File: config.mk
export PLATFORM = sky130hd
export DESIGN_NAME = logic_result_stage
export DESIGN_NICKNAME = d
export VERILOG_FILES = /design/src/rtl/logic_result_stage.sv
export SDC_FILE = /design/constraint.sdc
export NUM_CORES = 1
export LEC_CHECK = 0
export CAP_MARGIN = 20
export CELL_PAD_IN_SITES_DETAIL_PLACEMENT = 1
export CELL_PAD_IN_SITES_GLOBAL_PLACEMENT = 1
export CORE_MARGIN = 8
export CORE_UTILIZATION = 38
export CTS_BUF_LIST = sky130_fd_sc_hd__clkbuf_16
export DETAILED_ROUTE_END_ITERATION = 7
export PLACE_DENSITY_LB_ADDON = 0.1
export SETUP_SLACK_MARGIN = 0.5
export SKIP_LAST_GASP = 1
export SLEW_MARGIN = 15
export SYNTH_ARGS = -nofsm -noshare
export SYNTH_HDL_FRONTEND = slang
export SYNTH_SLANG_ARGS = --single-unit
File: constraint.sdc
create_clock -name clk -period 2 [get_ports clk]
set_input_delay 0.5 -clock clk [delete_from_list [all_inputs] [get_ports clk]]
set_output_delay 0.5 -clock clk [all_outputs]
set_load 0.05 [all_outputs]
File: src/rtl/logic_result_stage.sv
// rtl/logic_result_stage.sv - two-entry skid register stage for bitwise gate results with status flags
// The head entry drives out_*; the skid entry absorbs one result while writeback stalls.
module logic_result_stage #(
  parameter int WIDTH = 32,
  parameter int OPW   = 2,
  parameter int CNTW  = 16
) (
  input  logic             clk,
  input  logic             rst,
  input  logic             in_valid,
  output logic             in_ready,
  input  logic [WIDTH-1:0] in_y,
  input  logic [OPW-1:0]   in_op,
  output logic             out_valid,
  input  logic             out_ready,
  output logic [WIDTH-1:0] out_y,
  output logic [OPW-1:0]   out_op,
  output logic             out_zero,
  output logic             out_ones,
  output logic             out_parity,
  output logic [CNTW-1:0]  out_count
);

  typedef enum logic [1:0] {
    EMPTY = 2'd0,
    ONE   = 2'd1,
    FULL  = 2'd2
  } state_t;

  state_t state, state_nx;

  logic             push, pop;
  logic             in_zero, in_ones, in_parity;
  logic [WIDTH-1:0] skid_y;
  logic [OPW-1:0]   skid_op;
  logic             skid_zero, skid_ones, skid_parity;

  assign push      = in_valid & in_ready;
  assign pop       = out_valid & out_ready;
  assign out_valid = (state != EMPTY);

  // Flags are taken once from the incoming result and travel with the entry.
  assign in_zero   = ~|in_y;
  assign in_ones   = &in_y;
  assign in_parity = ^in_y;

  always_ff @(posedge clk) begin
    if (rst) begin
      state <= EMPTY;
    end else begin
      state <= state_nx;
    end
  end

  always_comb begin
    state_nx = state;
    case (state)
      EMPTY: if (push) state_nx = ONE;
      ONE: begin
        if (push && !pop)      state_nx = FULL;
        else if (pop && !push) state_nx = EMPTY;
      end
      FULL:    if (pop) state_nx = ONE;
      default: state_nx = EMPTY;
    endcase
  end

  // in_ready is a flop so upstream never sees a combinational path from out_ready.
  always_ff @(posedge clk) begin
    if (rst) begin
      in_ready <= 1'b1;
    end else begin
      in_ready <= (state_nx != FULL);
    end
  end

  always_ff @(posedge clk) begin
    if (rst) begin
      out_y       <= '0;
      out_op      <= '0;
      out_zero    <= 1'b0;
      out_ones    <= 1'b0;
      out_parity  <= 1'b0;
      skid_y      <= '0;
      skid_op     <= '0;
      skid_zero   <= 1'b0;
      skid_ones   <= 1'b0;
      skid_parity <= 1'b0;
    end else begin
      case (state)
        EMPTY: begin
          if (push) begin
            out_y      <= in_y;
            out_op     <= in_op;
            out_zero   <= in_zero;
            out_ones   <= in_ones;
            out_parity <= in_parity;
          end
        end
        ONE: begin
          if (push && pop) begin
            out_y      <= in_y;
            out_op     <= in_op;
            out_zero   <= in_zero;
            out_ones   <= in_ones;
            out_parity <= in_parity;
          end else if (push) begin
            skid_y      <= in_y;
            skid_op     <= in_op;
            skid_zero   <= in_zero;
            skid_ones   <= in_ones;
            skid_parity <= in_parity;
          end
        end
        FULL: begin
          if (pop) begin
            out_y      <= skid_y;
            out_op     <= skid_op;
            out_zero   <= skid_zero;
            out_ones   <= skid_ones;
            out_parity <= skid_parity;
          end
        end
        default: ;
      endcase
    end
  end

  always_ff @(posedge clk) begin
    if (rst) begin
      out_count <= '0;
    end else if (pop) begin
      out_count <= out_count + CNTW'(1);
    end
  end

endmodule

==> metrics.md, run 1 <==
| Metric | Value |
|---|---|
| Status | completed |
| # setup viols final | 0 |
| Initial DRC Count | 169 |
| Number of flops mapped to enable cells by yosys | 0 |
| Clock Root Buffer | clkbuf_16 |
| Max_slew headroom | 0.704 |
| Seq. cell area | between 1500 and 2000 sq um |
| Antenna-violating nets left | 0 |
| Mapped Nets | between 500 and 600 |
| Worst Path Required | 2.28 ns |
| Grt ovf | 0 |
| Area of the multi-input gates | approximately 3000 sq um |
| Post-DP HPWL | roughly 9.9 mm |
| Max-cap violations | 0 |
| Area contributors post-synth | dfxtp_1 (42%), ha_1 (9.3%), mux2i_1 (8.3%), nand2_1 (7.0%), a211oi_1 (6.4%) |
| Maximum clock insertion buffer count | 2 |
| Num ports | between 90 and 100 |
| Synth Instances | roughly 500 |
| Cell Area, Synth | approximately 4400 sq um |
| Layout Cells excl Fill | 815 |
| Top FF cell, synth | dfxtp_1 |
| Worst setup EP type | register |
| Reg-to-Reg Start | state[0]$_SDFF_PP0_ |
| RSZ-0062 raised after global routing | true |
| Area grow syn2layout | 63.9% |
| Yosys warning count | 0 |
| TritonRoute pass-1 iters | 4 |
| Ys async rst share | 0 |
| Tcrit/Tclk final | 0.808 |
| Pin slew with the least headroom to its limit | ~0.44 ns |
| Die area | about 15000 sq um |
| DRC | 0 |
| Most frequent cell after synthesis | dfxtp_1 |
| Hold-fix buffers, CTS | 0 |
| Vias in the first global route | ~4500 |
| CTS tree | done |
| Slew Limit Fails | 0 |
| Via count | approximately 4300 |
| H-tree depth | 3 |
| Worst VDD drop | 535 uV |
| Layout cells sized above 1 | 0.469 |
| Nets | about 740 |
| Syn Area/Cell | 8.69 sq um |
| Post-route minimum period | 1.62 ns |
| PwrDens | approximately 730 nW/um^2 |
| Worst endpoint data arrival time | approximately 1.9 ns |
| Crit-path max FO | 9 |
| Worst Setup Start Kind | register |
| Die H | ~120 microns |
| Fill cells | ~1200 |
| Tot Pwr | approximately 0.0053 W |
| Synth unique cells | 31 |
| Placed Cells | around 770 |
| Clock latency on the worst-skew pair | 0.34 ns |
| DIE WIDTH | roughly 120 microns |
| Peak Freq | a little over 600 MHz |
| Hold violation count in the final report | 0 |
| Top cell type's share of synthesized area | 0.419 |
| Avg WL per Cell | around 22 microns |
| Core Region | 11400 sq um |
| Starting Density | 0.389 |
| Antenna diodes | 0 |
| Worst hold-check path type | in -> reg |
| GRT Total Usage | 0.194 |
| Reg2reg path depth | 7 |
| CTS Sinks | 93 |
| Initial antenna violation count | 0 |
| Worst setup path startpoint | state[0]$_SDFF_PP0_ |
| Commonest cells post-synth | dfxtp_1 (93), nand2_1 (83), nor2_1 (55) |
| Largest net degree at the start of global routing | 39 |
| Leak Pwr | approximately 3.2 nW |
| Wirelength, routed | ~18 mm |
| Worst setup path endpoint | out_parity$_SDFFE_PP0P_ |
| Number of placement rows | 39 |
| Vias/cell | about 5.2 |
| First-pass GRT wire length | ~23 mm |
| Total CTS buffers | 9 |
| Number of I/O port buffers | slightly above 90 |
| Clock Skew | 0.00396 ns |
| Worst-path clk slew | approximately 0.070 ns |
| Yosys reg bits | just over 90 |
| Register area share after synthesis | 0.419 |
| Critical path class | reg -> reg |
| Reg2reg end | out_parity$_SDFFE_PP0P_ |
| Synth area leader | dfxtp_1 |
| Flop2flop setup slack | slightly below 0.4 ns |
| Routability cong. | between 0.7 and 0.8 |
-- layout by cell type (no fill, tap or decap), types with 10 or more instances in the layout --
cell,n
a211oi_1,18
buf_2,11
inv_2,17
a21oi_1,39
buf_4,109
mux2i_1,33
ha_4,22
xor2_1,13
nor2_1,46
dfxtp_1,80
buf_6,25
a211oi_2,20
nand2_1,81
inv_4,11
nand4_1,13
clkbuf_16,18
buf_12,10
-- worst min path at each step --
stage	startpoint	end	slack (ns)	depth (start not counted)
after global placement	skid_y[25]$_SDFFE_PP0P_	skid_y[25]$_SDFFE_PP0P_	0.44	2
after global routing	in_y[6]	skid_y[6]$_SDFFE_PP0P_	0.42	3
after floorplan	skid_ones$_SDFFE_PP0P_	skid_ones$_SDFFE_PP0P_	0.44	2
after detailed placement	skid_zero$_SDFFE_PP0P_	skid_zero$_SDFFE_PP0P_	0.45	2
final	in_y[19]	skid_y[19]$_SDFFE_PP0P_	0.42	3
after CTS	out_ready	state[1]$_SDFF_PP0_	0.42	2
-- kinds of logic (layout without fill, tap and decap cells) --
family	after synthesis	count (layout)	synth area share
adder cells (fa/ha/maj)	33	33	0.0929
AND/OR/NAND/NOR	171	171	0.164
flip-flops	93	93	0.419
buffers and inverters	66	226	0.0647
AO/OA/AOI/OAI	82	82	0.118
XOR/XNOR	30	30	0.0591
multiplexers	37	37	0.0833
-- routing by layer --
layer	wire length [microns]	GRT usage	up-vias
li1	-	-	2027
met1	7300	0.228	2125
met2	9410	0.348	92
met3	707	0.0358	23
met4	378	0.0632	0
met5	0	0	-
-- where the power goes --
part	switching [W]	internal (W)	total [W]	leakage, nW
Sequential	0.0000783	0.00196	0.00204	0.767
Clock	0.000737	0.000822	0.00156	0.125
Combinational	0.000955	0.000800	0.00176	2.33
-- state kept, by name, summed over array words and instances (netlist names) --
signal / flops
out_y: 32
skid_y: 32
out_count: 16
out_op: 2
skid_op: 2
state: 2
in_ready: 1
out_ones: 1
out_parity: 1
out_zero: 1
skid_ones: 1
skid_parity: 1
skid_zero: 1
-- critical path, stage by stage, from the launching register on --
cell	delay, ns
dfxtp_4	0.37
buf_4	0.14
buf_4	0.13
nand2b_4	0.24
buf_12	0.21
nor3b_1	0.22
a21oi_1	0.14
o21ai_1	0.09
-- layout make-up --
type | count | share of cell area
flip-flops and latches | 93 | 0.259
clock buffers | 9 | 0.0309
clock inverters | 7 | 0.00446
multi-input cells | 353 | 0.413
well taps | 143 | 0.0245
inverters | 35 | 0.0252
repair buffers | 175 | 0.243
-- through the flow --
stage          hold WS, ns  TNS, ns  setup slack, ns   util  area (sq um)
2_1_floorplan        0.436        0            0.425      -          4750
3_3_place_gp         0.441    -4.61           -0.333  0.530          6050
3_5_place_dp         0.450    -6.90           -0.397  0.530          6050
4_1_cts              0.420        0            0.393  0.575          6570
5_1_grt              0.417        0            0.338  0.638          7290
6_report             0.420        0            0.384  0.638          7290
-- what timing repair did --
action | in CTS | in global routing
pin swaps | 30 | 51
setup endpoints to repair | 89 | 77
buffers inserted | 13 | 2
gates resized for setup | 191 | 104
gates cloned | 3 | 13
(Power assumes the default switching activity.)
==> inputs of run 2 (changes only) <==
clock period = 1.6 ns   (was 2 ns; I/O delays follow)
==> metrics.md, run 2 <==
| Metric | Value |
|---|---|
| Post-DP HPWL | 10.5 mm (was 9.88 mm) |
| Post-synthesis adder-cell area fraction | 0.0929 (unchanged) |
| Most frequent cell after synthesis | dfxtp_1 (unchanged) |
| DIE WIDTH | 124 microns (unchanged) |
| Num ports | 93 (unchanged) |
| Mapped Nets | 583 (unchanged) |
| Starting Density | 0.389 (unchanged) |
| Placed Cells | 763 (was 768) |
| Routability cong. | 0.761 (was 0.755) |
| CTS Sinks | 93 (unchanged) |
| Hold-fix buffers, CTS | 0 (unchanged) |
| Synth area leader | dfxtp_1 (unchanged) |
| Commonest cells post-synth | dfxtp_1 (93), nand2_1 (83), nor2_1 (55) (unchanged) |
| Area contributors post-synth | dfxtp_1 (42%), ha_1 (9.3%), mux2i_1 (8.3%), nand2_1 (7.0%), a211oi_1 (6.4%) (unchanged) |
| Fail Step | clock tree synthesis (4_1_cts) |
| Top cell type's share of synthesized area | 0.419 (unchanged) |
| Number of placement rows | 39 (unchanged) |
| Post-CTS Resized | 336 (was 191) |
| Post-Synth XOR/XNOR Area | 0.0591 (unchanged) |
| Cell Area, Synth | 4450 sq um (unchanged) |
| Ys async rst share | 0 (unchanged) |
| Die H | 124 microns (unchanged) |
| Synth unique cells | 31 (unchanged) |
| Post-Synth Simple-Gate Area | 0.164 (unchanged) |
| Post CTS Setup Buffer Count | 57 (was 13) |
| Largest family of logic cells by synthesized area | simple AND/OR/NAND/NOR gates (unchanged) |
| Total CTS buffers | 9 (unchanged) |
| Status | did not finish (was completed) |
| Top FF cell, synth | dfxtp_1 (unchanged) |
| Proportion of synthesized area in mux cells | 0.0833 (unchanged) |
| H-tree depth | 3 (unchanged) |
| Yosys reg bits | 93 (unchanged) |
| Compound-Gate Fraction of Synth Area | 0.118 (unchanged) |
| Number of I/O port buffers | 92 (unchanged) |
| Clock Root Buffer | clkbuf_16 (unchanged) |
| Register area share after synthesis | 0.419 (unchanged) |
| Number of flops mapped to enable cells by yosys | 0 (unchanged) |
| Stop err | [ERROR DPL-0033] detailed placement checks failed during check placement. |
| Maximum clock insertion buffer count | 2 (unchanged) |
| Yosys warning count | 0 (unchanged) |
| Syn Area/Cell | 8.69 sq um (unchanged) |
| Synth Instances | 512 (unchanged) |
==> run 2: kinds of logic after synthesis <==
kind of cell	Yosys count
adders and majority gates	33
buffers and inverters	66
DFF	93
xor gates and xnor gates	30
and+or+nand+nor	171
AOI/OAI and AO/OA	82
muxes	37
==> run 2: metrics by stage <==
stage	setup WS [ns]	util	instance area (sq um)
after floorplan	0.125	-	5100
after global placement	-0.648	0.609	6950
after detailed placement	-0.710	0.609	6950
==> inputs of run 3 (changes only) <==
CELL_PAD_IN_SITES_DETAIL_PLACEMENT = unset   (was 1)
CELL_PAD_IN_SITES_GLOBAL_PLACEMENT = unset   (was 1)
CORE_UTILIZATION = 30   (was 38)
CTS_BUF_LIST = unset   (was sky130_fd_sc_hd__clkbuf_16)
PLACE_DENSITY_LB_ADDON = 0.15   (was 0.1)
SETUP_SLACK_MARGIN = unset   (was 0.5)
==> metrics.md, run 3 (same netlist as run 1, synthesis figures left out) <==
| Metric | Value |
|---|---|
| Die area | ~19000 sq um |
| Critical path class | reg -> out |
| Worst hold-check path type | in -> reg |
| TritonRoute pass-1 iters | 4 |
| Starting Density | 0.306 (was 0.389) |
| Layout Cells excl Fill | roughly 830 |
| Die H | 138 microns (was 124 microns) |
| DIE WIDTH | 138 microns (was 124 microns) |
| Worst VDD drop | 422 uV |
| Worst Setup Start Kind | register |
| M1 GR Usage | 0.173 |
| PwrDens | 954 nW/um^2 |
| First-pass GRT wire length | around 20 mm |
| Hold Path End | skid_y[10]$_SDFFE_PP0P_ |
| Worst Min Path Start | in_y[10] |
| Antenna-violating nets left | 0 |
| Leak Pwr | 3.16 nW |
| Num ports | 93 (unchanged) |
| CTS tree | done |
| Flop2flop setup slack | about 0.070 ns |
| Vias in the first global route | around 4000 |
| Core Region | roughly 15000 sq um |
| Reg power frac | 0.372 |
| Number of placement rows | 44 (was 39) |
| Cell count of the worst hold path | 3 |
| Cell Int Power | 0.00492 W |
| Number of I/O port buffers | 92 (unchanged) |
| Crit-path max FO | 5 |
| Clock Root Buffer | clkbuf_16 (unchanged) |
| CTS Sinks | 93 (unchanged) |
| Reg2reg path depth | 8 |
| Post-Place Setup Slack | -0.710 ns (about the same) |
| Worst Path Required | 1.20 ns |
| Sw frac | 0.291 |
| Status | completed (was did not finish) |
| Clock latency on the worst-skew pair | 0.34 ns |
| Clock Skew | 0.00625 ns |
| Placed Cells | 808 (was 763) |
| Vias/cell | 4.80 |
| Tot Pwr | between 0.006 and 0.007 W |
| Worst endpoint data arrival time | 1.19 ns |
| # setup viols final | 0 |
| Layout cells sized above 1 | 0.345 |
| Nets | approximately 720 |
| Routability cong. | 0.757 (was 0.761) |
| H-tree depth | 3 (unchanged) |
| Global-route track usage on met3 | 0.0408 |
| Initial DRC Count | 174 |
| Via count | 4001 |
| Busiest layer in global routing | met2 |
| Tcrit/Tclk final | 0.992 |
| Grt ovf | 0 |
| DRC | 0 |
| Area grow syn2layout | 63.6% |
| Area after DPL | 6450 sq um (was 6950 sq um) |
| GRT Total Usage | 0.139 |
| RSZ-0062 raised after global routing | true |
| Pin slew with the least headroom to its limit | between 0.3 and 0.4 ns |
| Worst setup EP type | primary output |
| Final Cell Area | 7270 sq um |
| Avg WL per Cell | roughly 16 microns |
| Commonest cells after routing, fill and taps aside | nand2_1 (82), dfxtp_1 (82), buf_12 (61), nor2_1 (55), buf_4 (46) |
| Hold violation count in the final report | 0 |
| Max_slew headroom | 0.742 |
| Fill cells | ~1400 |
| Post-route minimum period | 1.59 ns |
| Hold-fix buffers, CTS | 0 (unchanged) |
| Initial antenna violation count | 1 |
| Wirelength, routed | between 10 and 15 mm |
| Peak Freq | 630 MHz |
| Slew Limit Fails | 0 |
| Final setup margin | between 0.01 and 0.015 ns |
| Reg2reg end | out_parity$_SDFFE_PP0P_ |
| Worst-path clk slew | 0.06 ns |
| Combinational power share | 0.291 |
| Switching pwr | 0.00202 W |
| Largest net degree at the start of global routing | 37 |
| Largest regs | out_y (32), skid_y (32), out_count (16) |
| Antenna diodes | 0 |
| GRT met2 Usage | 0.221 |
| Max-cap violations | 0 |
| Maximum clock insertion buffer count | 2 (unchanged) |
| Post-DP HPWL | 8.98 mm (was 10.5 mm) |
| Clock Power Share | 0.336 |
| Total CTS buffers | 9 (unchanged) |
| Core Util, Final | 0.500 |
| Reg-to-Reg Start | state[0]$_SDFF_PP0_ |
-- run 3: layout make-up --
class	instances	area (sq um)	area share
clock buffer	13	260	0.0358
clock inverter	3	67.6	0.00929
inverter	35	131	0.0181
multi-input combinational	353	2730	0.375
sequential	93	1880	0.258
tap	184	230	0.0317
timing repair buffer	152	1980	0.272
-- run 3: worst max-delay path, cell delays in order (launching register included) --
cell	delay [ns]
dfxtp_2	0.33
buf_6	0.12
or2_4	0.25
buf_12	0.15
-- run 3: power by group through the flow --
stage	Clock [W]	Sequential (W)	Combinational [W]
6_report	0.00233	0.00258	0.00202
5_1_grt	0.00249	0.00260	0.00215
4_1_cts	0.00240	0.00258	0.00187
3_5_place_dp	0	0.00263	0.00173
3_3_place_gp	0	0.00263	0.00172
2_1_floorplan	0	0.00293	0.000555
-- run 3: routing by layer --
layer / vias to the layer above / part of all wire
met3: 22 / 0.063
li1: 1980 / -
met4: 2 / 0.023
met5: - / 0.00098
met1: 1903 / 0.45
met2: 94 / 0.46
-- run 3: worst max-delay path by stage --
stage	from	to	slack, ns
5_1_grt	state[0]$_SDFF_PP0_	out_valid	-0.01
4_1_cts	in_valid	out_y[16]$_SDFFE_PP0P_	-0.03
3_5_place_dp	in_y[24]	skid_parity$_SDFFE_PP0P_	-0.71
2_1_floorplan	out_count[2]$_SDFFE_PP0P_	out_count[8]$_SDFFE_PP0P_	0.01
3_3_place_gp	in_y[17]	skid_parity$_SDFFE_PP0P_	-0.68
6_report	state[0]$_SDFF_PP0_	out_valid	0.01
-- run 3: stage by stage --
stage	setup TNS, ns	hold slack, ns
2_1_floorplan	0	0.436
3_3_place_gp	-30.75	0.441
3_5_place_dp	-32.56	0.446
4_1_cts	-0.136	0.392
5_1_grt	-0.0101	0.346
6_report	0	0.326
-- run 3: what timing repair did --
item                                   4_1_cts  5_1_grt
gates cloned                                 1        4
gates resized for setup                     68       90
endpoints found under the hold margin        0        0
buffers inserted                             2        3
pin swaps                                   18       20
setup endpoints to repair                   57       45
==> inputs of run 4 (changes only) <==
SLEW_MARGIN = unset   (was 15)
==> results of run 4 <==
The final DEF is identical to that of run 3; final timing and power are the same.
